==> src/rtl/macro_ram_scan_if.sv <==
// Bus bundle for macro_ram_scan: memory write/read ports plus the scan
// handshake. The master side drives addresses, data and scan control; the
// slave side (the memory block) returns read data and the scan stream.
interface macro_ram_scan_if #(
  parameter int ADDR_W = 4,
  parameter int DATA_W = 1
);
  logic              we;
  logic [ADDR_W-1:0] waddr;
  logic [DATA_W-1:0] wdata;
  logic [ADDR_W-1:0] raddr;
  logic [DATA_W-1:0] rdata;
  logic              scan_start;
  logic              scan_ready;
  logic              scan_valid;
  logic [DATA_W-1:0] scan_data;
  logic              scan_busy;
  logic              scan_done;
  logic [DATA_W-1:0] scan_sum;

  modport master (
    output we, waddr, wdata, raddr, scan_start, scan_ready,
    input  rdata, scan_valid, scan_data, scan_busy, scan_done, scan_sum
  );

  modport slave (
    input  we, waddr, wdata, raddr, scan_start, scan_ready,
    output rdata, scan_valid, scan_data, scan_busy, scan_done, scan_sum
  );
endinterface

==> src/rtl/macro_ram_scan.sv <==
// Parametrised distributed-memory macro (ROM or single-write-port RAM) with a
// registered read port and a scan engine that streams every word out under a
// valid/ready handshake while accumulating an XOR checksum.
// Memory contents come from INIT at power-up and are never touched by rst.
module macro_ram_scan #(
  parameter int ADDR_W   = 4,
  parameter int DATA_W   = 1,
  parameter int WRITABLE = 0,
  parameter logic [DATA_W*(2**ADDR_W)-1:0] INIT = '0
) (
  input logic            clk,
  input logic            rst,
  macro_ram_scan_if.slave bus
);

  localparam int DEPTH = 2 ** ADDR_W;
  localparam int MEM_W = DATA_W * DEPTH;
  localparam logic [ADDR_W-1:0] LAST_PTR = ADDR_W'(DEPTH - 1);

  typedef enum logic {
    ST_IDLE = 1'b0,
    ST_SCAN = 1'b1
  } state_t;

  // Word k occupies bits [k*DATA_W +: DATA_W] of the flat storage vector.
  function automatic logic [DATA_W-1:0] word_at(
    input logic [MEM_W-1:0]  m,
    input logic [ADDR_W-1:0] a
  );
    return m[int'(a) * DATA_W +: DATA_W];
  endfunction

  // Storage is a flat vector so INIT maps onto it directly as power-up value.
  logic [MEM_W-1:0]  mem_q = INIT;
  logic [MEM_W-1:0]  mem_d;
  logic              wr_en;

  logic [DATA_W-1:0] rdata_q, rdata_d;

  state_t            state_q, state_d;
  logic [ADDR_W-1:0] ptr_q, ptr_d;
  logic [ADDR_W-1:0] ptr_nxt;
  logic              scan_valid_q, scan_valid_d;
  logic [DATA_W-1:0] scan_data_q, scan_data_d;
  logic              scan_done_q, scan_done_d;
  logic [DATA_W-1:0] scan_sum_q, scan_sum_d;
  logic              handshake;

  // Writes only exist in the RAM flavour; the ROM flavour ignores we.
  assign wr_en = (WRITABLE != 0) && bus.we;

  // Next memory image: old contents with at most one word replaced.
  always_comb begin
    mem_d = mem_q;
    if (wr_en) begin
      mem_d[int'(bus.waddr) * DATA_W +: DATA_W] = bus.wdata;
    end
  end

  // Memory update; deliberately outside reset so contents survive rst.
  always_ff @(posedge clk) begin
    mem_q <= mem_d;
  end

  // Read port samples the pre-write image, giving read-first behaviour.
  always_comb begin
    rdata_d = word_at(mem_q, bus.raddr);
  end

  // Registered read data, cleared by reset.
  always_ff @(posedge clk) begin
    if (rst) begin
      rdata_q <= '0;
    end else begin
      rdata_q <= rdata_d;
    end
  end

  assign handshake = scan_valid_q && bus.scan_ready;
  assign ptr_nxt   = ptr_q + 1'b1;

  // Scan FSM next state: capture word 0 on start, advance on each handshake,
  // finish with a one-cycle done pulse after the last word leaves.
  always_comb begin
    state_d      = state_q;
    ptr_d        = ptr_q;
    scan_valid_d = scan_valid_q;
    scan_data_d  = scan_data_q;
    scan_sum_d   = scan_sum_q;
    scan_done_d  = 1'b0;
    unique case (state_q)
      ST_IDLE: begin
        if (bus.scan_start) begin
          state_d      = ST_SCAN;
          ptr_d        = '0;
          scan_valid_d = 1'b1;
          scan_data_d  = word_at(mem_q, '0);
          scan_sum_d   = '0;
        end
      end
      ST_SCAN: begin
        // Stalled cycles hold the captured word even if memory is rewritten.
        if (handshake) begin
          scan_sum_d = scan_sum_q ^ scan_data_q;
          if (ptr_q == LAST_PTR) begin
            state_d      = ST_IDLE;
            scan_valid_d = 1'b0;
            scan_done_d  = 1'b1;
          end else begin
            ptr_d       = ptr_nxt;
            scan_data_d = word_at(mem_q, ptr_nxt);
          end
        end
      end
      default: begin
        state_d = ST_IDLE;
      end
    endcase
  end

  // Scan state registers; reset aborts any scan without a done pulse.
  always_ff @(posedge clk) begin
    if (rst) begin
      state_q      <= ST_IDLE;
      ptr_q        <= '0;
      scan_valid_q <= 1'b0;
      scan_data_q  <= '0;
      scan_done_q  <= 1'b0;
      scan_sum_q   <= '0;
    end else begin
      state_q      <= state_d;
      ptr_q        <= ptr_d;
      scan_valid_q <= scan_valid_d;
      scan_data_q  <= scan_data_d;
      scan_done_q  <= scan_done_d;
      scan_sum_q   <= scan_sum_d;
    end
  end

  assign bus.rdata      = rdata_q;
  assign bus.scan_valid = scan_valid_q;
  assign bus.scan_data  = scan_data_q;
  assign bus.scan_busy  = (state_q == ST_SCAN);
  assign bus.scan_done  = scan_done_q;
  assign bus.scan_sum   = scan_sum_q;

endmodule

==> src/flat_wrapper.sv <==
// flat-port wrapper written by rule: the top's interface ports become plain ports
module macro_ram_scan_flat 
#(
  parameter int ADDR_W   = 4,
  parameter int DATA_W   = 1,
  parameter int WRITABLE = 0,
  parameter logic [DATA_W*(2**ADDR_W)-1:0] INIT = '0
)
  (clk, rst, bus_we, bus_waddr, bus_wdata, bus_raddr, bus_scan_start, bus_scan_ready, bus_rdata, bus_scan_valid, bus_scan_data, bus_scan_busy, bus_scan_done, bus_scan_sum);
  macro_ram_scan_if #(.ADDR_W(ADDR_W), .DATA_W(DATA_W)) bus_i ();
  input logic clk;
  input logic rst;
  input wire logic [$bits(bus_i.we)-1:0] bus_we;
  input wire logic [$bits(bus_i.waddr)-1:0] bus_waddr;
  input wire logic [$bits(bus_i.wdata)-1:0] bus_wdata;
  input wire logic [$bits(bus_i.raddr)-1:0] bus_raddr;
  input wire logic [$bits(bus_i.scan_start)-1:0] bus_scan_start;
  input wire logic [$bits(bus_i.scan_ready)-1:0] bus_scan_ready;
  output wire logic [$bits(bus_i.rdata)-1:0] bus_rdata;
  output wire logic [$bits(bus_i.scan_valid)-1:0] bus_scan_valid;
  output wire logic [$bits(bus_i.scan_data)-1:0] bus_scan_data;
  output wire logic [$bits(bus_i.scan_busy)-1:0] bus_scan_busy;
  output wire logic [$bits(bus_i.scan_done)-1:0] bus_scan_done;
  output wire logic [$bits(bus_i.scan_sum)-1:0] bus_scan_sum;
  assign bus_i.we = bus_we;
  assign bus_i.waddr = bus_waddr;
  assign bus_i.wdata = bus_wdata;
  assign bus_i.raddr = bus_raddr;
  assign bus_i.scan_start = bus_scan_start;
  assign bus_i.scan_ready = bus_scan_ready;
  assign bus_rdata = bus_i.rdata;
  assign bus_scan_valid = bus_i.scan_valid;
  assign bus_scan_data = bus_i.scan_data;
  assign bus_scan_busy = bus_i.scan_busy;
  assign bus_scan_done = bus_i.scan_done;
  assign bus_scan_sum = bus_i.scan_sum;
  macro_ram_scan #(.ADDR_W(ADDR_W), .DATA_W(DATA_W), .WRITABLE(WRITABLE), .INIT(INIT)) u_core (.clk(clk), .rst(rst), .bus(bus_i));
endmodule
==> config.mk <==
export PLATFORM = sky130hd
export DESIGN_NAME = macro_ram_scan_flat
export DESIGN_NICKNAME = d
export VERILOG_FILES = /design/src/rtl/macro_ram_scan_if.sv /design/src/rtl/macro_ram_scan.sv /design/src/flat_wrapper.sv
export SDC_FILE = /design/constraint.sdc
export NUM_CORES = 1
export LEC_CHECK = 0
export CAP_MARGIN = 5
export CORE_AREA = 4 4 41 43
export CTS_BUF_LIST = sky130_fd_sc_hd__clkbuf_8
export CTS_CLUSTER_DIAMETER = 120
export DETAILED_ROUTE_END_ITERATION = 6
export DIE_AREA = 0 0 45 47
export GPL_TIMING_DRIVEN = 0
export SLEW_MARGIN = 20
export SYNTH_ARGS = -nofsm -noshare
export SYNTH_HDL_FRONTEND = slang
export SYNTH_SLANG_ARGS = --single-unit
==> constraint.sdc <==
create_clock -name clk -period 1.3 [get_ports clk]
set_clock_uncertainty 0.1 [all_clocks]
set_input_delay 0.26 -clock clk [delete_from_list [all_inputs] [get_ports clk]]
set_output_delay 0.26 -clock clk [all_outputs]
set_load 0.01 [all_outputs]
==> results of run 1 <==
-- repair_timing --
action,4_1_cts,5_1_grt
pin swaps,2,5
hold buffers,0,0
gates resized for setup,9,9
buffers inserted,5,2
gates cloned,0,0
setup endpoints to repair,6,7
-- cells in the mapped netlist (2+ instances only) --
cell	instances
o21a_1	2
nand2b_1	2
nor3b_1	2
buf_4	2
dfxtp_1	8
a21oi_1	4
o211ai_1	3
and3_1	2
nand3_1	4
-- area by class of cell --
class	count	area share, %
Clock buffer	3	6.86
Timing Repair Buffer	13	18.3
Multi-Input combinational cell	32	40.3
Tap cell	15	3.12
Buffer	3	3.12
Sequential cell	8	28.3
-- per-stage QoR --
stage	cells	util [%]	setup TNS [ns]	power, µW
after floorplan	43	-	-0.0475	291
after global placement	64	36.2	-1.05	313
after detailed placement	64	36.2	-1.15	313
after CTS	72	42.9	0	607
after global routing	74	46.3	-0.0410	629
final	74	46.3	-0.00617	602
-- how the worst max path moves through the flow --
stage / from / end / slack, ns / depth (start not counted)
2_1_floorplan: u_core.ptr_q[0] / u_core.ptr_q[0] / -0.05 / 4
3_3_place_gp: bus_scan_ready / u_core.ptr_q[3] / -0.39 / 4
3_5_place_dp: bus_scan_ready / u_core.ptr_q[3] / -0.41 / 4
4_1_cts: u_core.ptr_q[1] / u_core.ptr_q[0] / 0.003 / 4
5_1_grt: u_core.ptr_q[1] / u_core.ptr_q[0] / -0.02 / 4
6_report: u_core.ptr_q[1] / u_core.ptr_q[0] / -0.006 / 4
-- power by group --
group          internal [µW]  switching, µW
combinational           27.7           26.5
clock                    200           88.7
sequential               251           9.13
-- cell families (layout without fill, tap and decap cells) --
| family | Yosys count | count (layout) |
|---|---|---|
| flops | 8 | 8 |
| other cells | 1 | 2 |
| fa+ha+maj | 1 | 1 |
| compound gates | 11 | 11 |
| buf+inv | 3 | 19 |
| simple gates | 18 | 18 |
-- critical path: cells and delay by family, from the launching register on --
kind                       cells  cell delay [ns]
and+or+nand+nor                2             0.48
DFF                            1             0.35
adders and majority gates      1             0.16
AOI/OAI and AO/OA              1             0.13
-- registers in the layout (all words and copies together) (netlist names) --
| register | cells |
|---|---|
| u_core.bus.scan_busy | 1 |
| u_core.bus.scan_done | 1 |
| u_core.bus.scan_sum | 1 |
| u_core.bus.scan_valid | 1 |
| u_core.ptr_q | 4 |
-- layer usage --
layer  vias up  track usage (%)  part of all wire (%)  wire [µm]
li1        192                -                     -          -
met1       166             10.4                    46        423
met2        10             17.8                    47        432
met3         2             3.07                   5.3         49
met4         0             8.77                   2.5         23
met5         -                0                     0          0
==> impl_metrics.yaml, run 1 <==
status:
  status: "finished, violations left"
  violations: "negative setup slack"
synthesis:
  yosys.area.top_type: "dfxtp_1"
  syn_area_per_cell_um2: 9.09
  synthTopCellsByArea: "dfxtp_1 (42%), o211ai_1 (5.9%), a21oi_1 (5.2%), nand3_1 (5.2%), buf_4 (3.9%)"
  syn_area_um2: 382
  synth_top_flop_cell: "dfxtp_1"
  yosysTopAreaCellShare_pct: 42.0
  synth_top_family_by_area: "simple AND/OR/NAND/NOR gates"
  yosysUniqueCellTypes: 22
  ys_warn_count: 0
  ys_async_sr_fraction_pct: 0
  muxShareOfSynthArea_pct: 0
  synth_fa_ha_area_share_pct: 3.28
  ys_seq_area_share_pct: 42.0
  synth_compound_area_share_pct: 18.7
  synthCells: 42
  ys_ff_latch: 8
  synth_edf_count: 0
  synthSimpleGateAreaFrac_pct: 30.2
  synthXorXnorAreaFrac_pct: 0
critical_path:
  worstPathCellList: "ha_4 -> and3_4 -> or3_1 -> a21oi_1"
  crit_fanout: 3
  crit_arrival_ns: 1.36
  required_ns: 1.35
  endpoint_kind: "flip-flop"
  crit_path_max_incr_delay_ns: 0.35
  rr_endpoint: "u_core.ptr_q[0]"
  rr_startpoint: "u_core.ptr_q[1]"
  path_class: "reg -> reg"
  rrSetupSlack_ns: -0.006
  r2r.worst_path.cells: 4
  slowest_stage: "dfxtp_4"
  crit_path_start_kind: "flip-flop"
drt:
  drt_iter0_markers: 2
  totalWireLength_um: 929
  wire_per_inst_um: 12.6
  drtPass1Iterations: 3
  drc: 0
  num_vias: 370
  drtAntennaViolNets: 0
  viasPerCell: 5.00
sta:
  setup_violations: 1
  whs_ns: 0.320
  drv_slew: 0
  min_period_over_period_pct: 100
  rsz0062_at_grt: "yes"
  hold_viol_final: 0
  fmax_ghz: 0.766
  timing.final.ws_setup_ns: -0.00617
  finalCriticalPeriod_ns: 1.31
final_layout:
  finish.net_count: 76
  multiInputGateArea_um2: 243
  layout-drive-gt1-share_pct: 35.6
  fin_area_um2: 602
  n_fill_cell: 135
  antenna_cells: 0
  layout_common_cells: "buf_4 (8), dlygate4sd2_1 (5), nand3_1 (4), dfxtp_1 (4)"
  final_common_cell: "buf_4"
  area_delta_synth_final_pct: 57.7
  register_area_um2: 170
clocking:
  cts_buffers: 3
  cts_sinks: 8
  htreeDepth: 1
  clk_pin_slew_ns: 0.04
  clkLatencyLatePin_ns: 0.22
  clockBufferDepth: 2
  cts_tree: "done"
  cts_root_buf: "clkbuf_8"
pwr:
  p_leak_uw: 0.000238
  peakVddDrop_v: 0.000613
  p_per_area_nw_per_um2: 1000
global_route:
  grt_util_all_layers_pct: 10.4
  overflow: 0
  grt_pass1_vias: 391
  grt_max_degree: 10
  grt_pass1_wl_um: 1520
  antenna_found_initial: 0
place:
  dpl.hpwl_um: 540
  io_buffers: 6
  gp_congestion: 0.719
  place_area_um2: 470
  place_ws_ns: -0.407
min_path:
  hold_end: "u_core.ptr_q[1]"
  hold_depth: 2
  hp-class: "in -> reg"
  worstHoldStart: "rst"
die:
  start_util_pct: 29.3
  die_area_um2: 2120
  ios: 20
  core-area_um2: 1300
  dieWidth_um: 45
  rows: 13
  die_height_um: 47
flow_run:
  drv_cap: 0
No activity file was read; power rests on OpenSTA's default activity.
==> run 2, diff against run 1 <==
--- a/config.mk
+++ b/config.mk
@@ -5,14 +5,15 @@
 export SDC_FILE = /design/constraint.sdc
 export NUM_CORES = 1
 export LEC_CHECK = 0
-export CAP_MARGIN = 5
 export CORE_AREA = 4 4 41 43
 export CTS_BUF_LIST = sky130_fd_sc_hd__clkbuf_8
 export CTS_CLUSTER_DIAMETER = 120
 export DETAILED_ROUTE_END_ITERATION = 6
 export DIE_AREA = 0 0 45 47
 export GPL_TIMING_DRIVEN = 0
+export SETUP_SLACK_MARGIN = 0.15
 export SLEW_MARGIN = 20
 export SYNTH_ARGS = -nofsm -noshare
 export SYNTH_HDL_FRONTEND = slang
 export SYNTH_SLANG_ARGS = --single-unit
+export TNS_END_PERCENT = 50
==> run 2 against run 1 <==
Highest routed layer unchanged; final area did not move; combinational power rose by 5.0%; hold slack worse by 0.18 ns; global-route usage rose by 1.4 points; fmax grew 0.44%; largest cell class unchanged; critical path depth stayed put; sequential share of layout area rose by 0.42 points; first-iteration DRC count increased to 3.5 times the previous value; the run still ends with negative setup slack left; sequential cell count unchanged; clock power is 12% higher; cell count is the same; register-to-register slack about the same.
==> impl_metrics.yaml, run 2 (synthesis results as in run 1) <==
min_path:
  hp-class: "in -> reg"
  worstHoldStart: "rst"
  hold_depth: 2
final_layout:
  multiInputGateArea_um2: 255
  n_fill_cell: 148
  fin_area_um2: 602
  largest_reg_flops: 4
  antenna_cells: 0
  register_area_um2: 173
  layout-drive-gt1-share_pct: 47.5
  finish.net_count: 75
  top_register: "u_core.ptr_q"
  final_cells: 74
  final_common_cell: "buf_4"
  layout_common_cells: "buf_4 (7), nand3_1 (4), clkbuf_8 (4), dfxtp_1 (4)"
  area_delta_synth_final_pct: 57.7
  final_util_pct: 46.3
critical_path:
  required_ns: 1.36
  worstPathCellList: "ha_4 -> and3_4 -> or3_1 -> a21oi_1"
  crit_path_max_incr_delay_ns: 0.35
  crit_fanout: 2
  crit_path_start: "u_core.ptr_q[0]"
  endpoint_kind: "flip-flop"
  crit_arrival_ns: 1.36
  path_class: "reg -> reg"
  slowest_stage: "dfxtp_4"
  r2r.worst_path.cells: 4
  rr_startpoint: "u_core.ptr_q[0]"
  crit_path_start_kind: "flip-flop"
die:
  die_height_um: 47
  ios: 20
  core-area_um2: 1300
  die_area_um2: 2120
  start_util_pct: 29.3
  rows: 13
  dieWidth_um: 45
global_route:
  overflow: 0
  grt_pass1_vias: 361
  grt_pass1_wl_um: 1600
  antenna_found_initial: 0
  grt_util_all_layers_pct: 11.8
  grt_max_degree: 10
drt:
  viasPerCell: 4.99
  drtPass1Iterations: 2
  drtAntennaViolNets: 0
  drt_iter0_markers: 7
  wire_per_inst_um: 12.7
  drc: 0
  totalWireLength_um: 937
  num_vias: 369
sta:
  hold_viol_final: 0
  rsz0062_at_grt: "yes"
  fmax_ghz: 0.769
  timing.final.ws_setup_ns: -0.000494
  whs_ns: 0.145
  drv_slew: 0
  min_period_over_period_pct: 100
  setup_violations: 1
  finalCriticalPeriod_ns: 1.30
clocking:
  clk_pin_slew_ns: 0.04
  clockBufferDepth: 2
  cts_buffers: 3
  htreeDepth: 1
  clkLatencyLatePin_ns: 0.24
  cts_sinks: 8
  cts_tree: "done"
  cts_root_buf: "clkbuf_8"
pwr:
  p_per_area_nw_per_um2: 1060
  peakVddDrop_v: 0.000520
  p_leak_uw: 0.000235
place:
  gp_congestion: 0.716
  io_buffers: 6
  placed_cells: 64
  place_area_um2: 507
flow_run:
  drv_cap: 0
status:
  violations: "negative setup slack"
  status: "finished, violations left"
==> run 2: layout make-up <==
cell class | count | area share (%)
Buffer | 3 | 4.78
Clock buffer | 3 | 6.86
Clock inverter | 1 | 0.624
Multi-Input combinational cell | 32 | 42.4
Sequential cell | 8 | 28.7
Tap cell | 15 | 3.12
Timing Repair Buffer | 12 | 13.5
==> run 2: path summary, 6_finish.rpt <==
path / to / slack, ns
max: u_core.ptr_q[0] / -0.0005
min: u_core.ptr_q[1] / 0.14
min reg2reg: u_core.bus.scan_sum / 0.39
max reg2reg: u_core.ptr_q[0] / -0.0005
==> run 2: through the flow <==
step                power (µW)  setup slack, ns  setup TNS, ns
finish                     637        -0.000494      -0.000494
global route               668          -0.0203        -0.0346
CTS                        645          -0.0152        -0.0152
detailed placement         320           -0.377          -1.13
global placement           319           -0.371          -1.10
floorplan                  296           0.0335              0
==> run 2: routing by layer <==
metal  routed length (µm)  track usage, %
met5                    0               0
met4                   35            10.5
met3                   67            6.90
met2                  430            16.9
met1                  404            12.2
==> run 2: worst max-delay path, delay by kind of cell (launching register included) <==
kind                       cells  cell delay (ns)
DFF                            1             0.35
AOI/OAI and AO/OA              1             0.12
and+or+nand+nor                2             0.51
adders and majority gates      1             0.15
==> run 2: what timing repair did <==
item / CTS / global route
endpoints found under the setup margin: 10 / 9
pin swaps: 10 / 3
gates resized for setup: 19 / 7
setup buffers: 6 / 0
hold buffers: 0 / 0
gates cloned: 0 / 0
==> run 2: power breakdown <==
group / switching, µW / leakage (µW) / internal, µW
clock: 116 / 0.0000269 / 206
combinational: 27.8 / 0.000141 / 29.2
sequential: 8.83 / 0.0000674 / 250
total: 152 / 0.000235 / 485
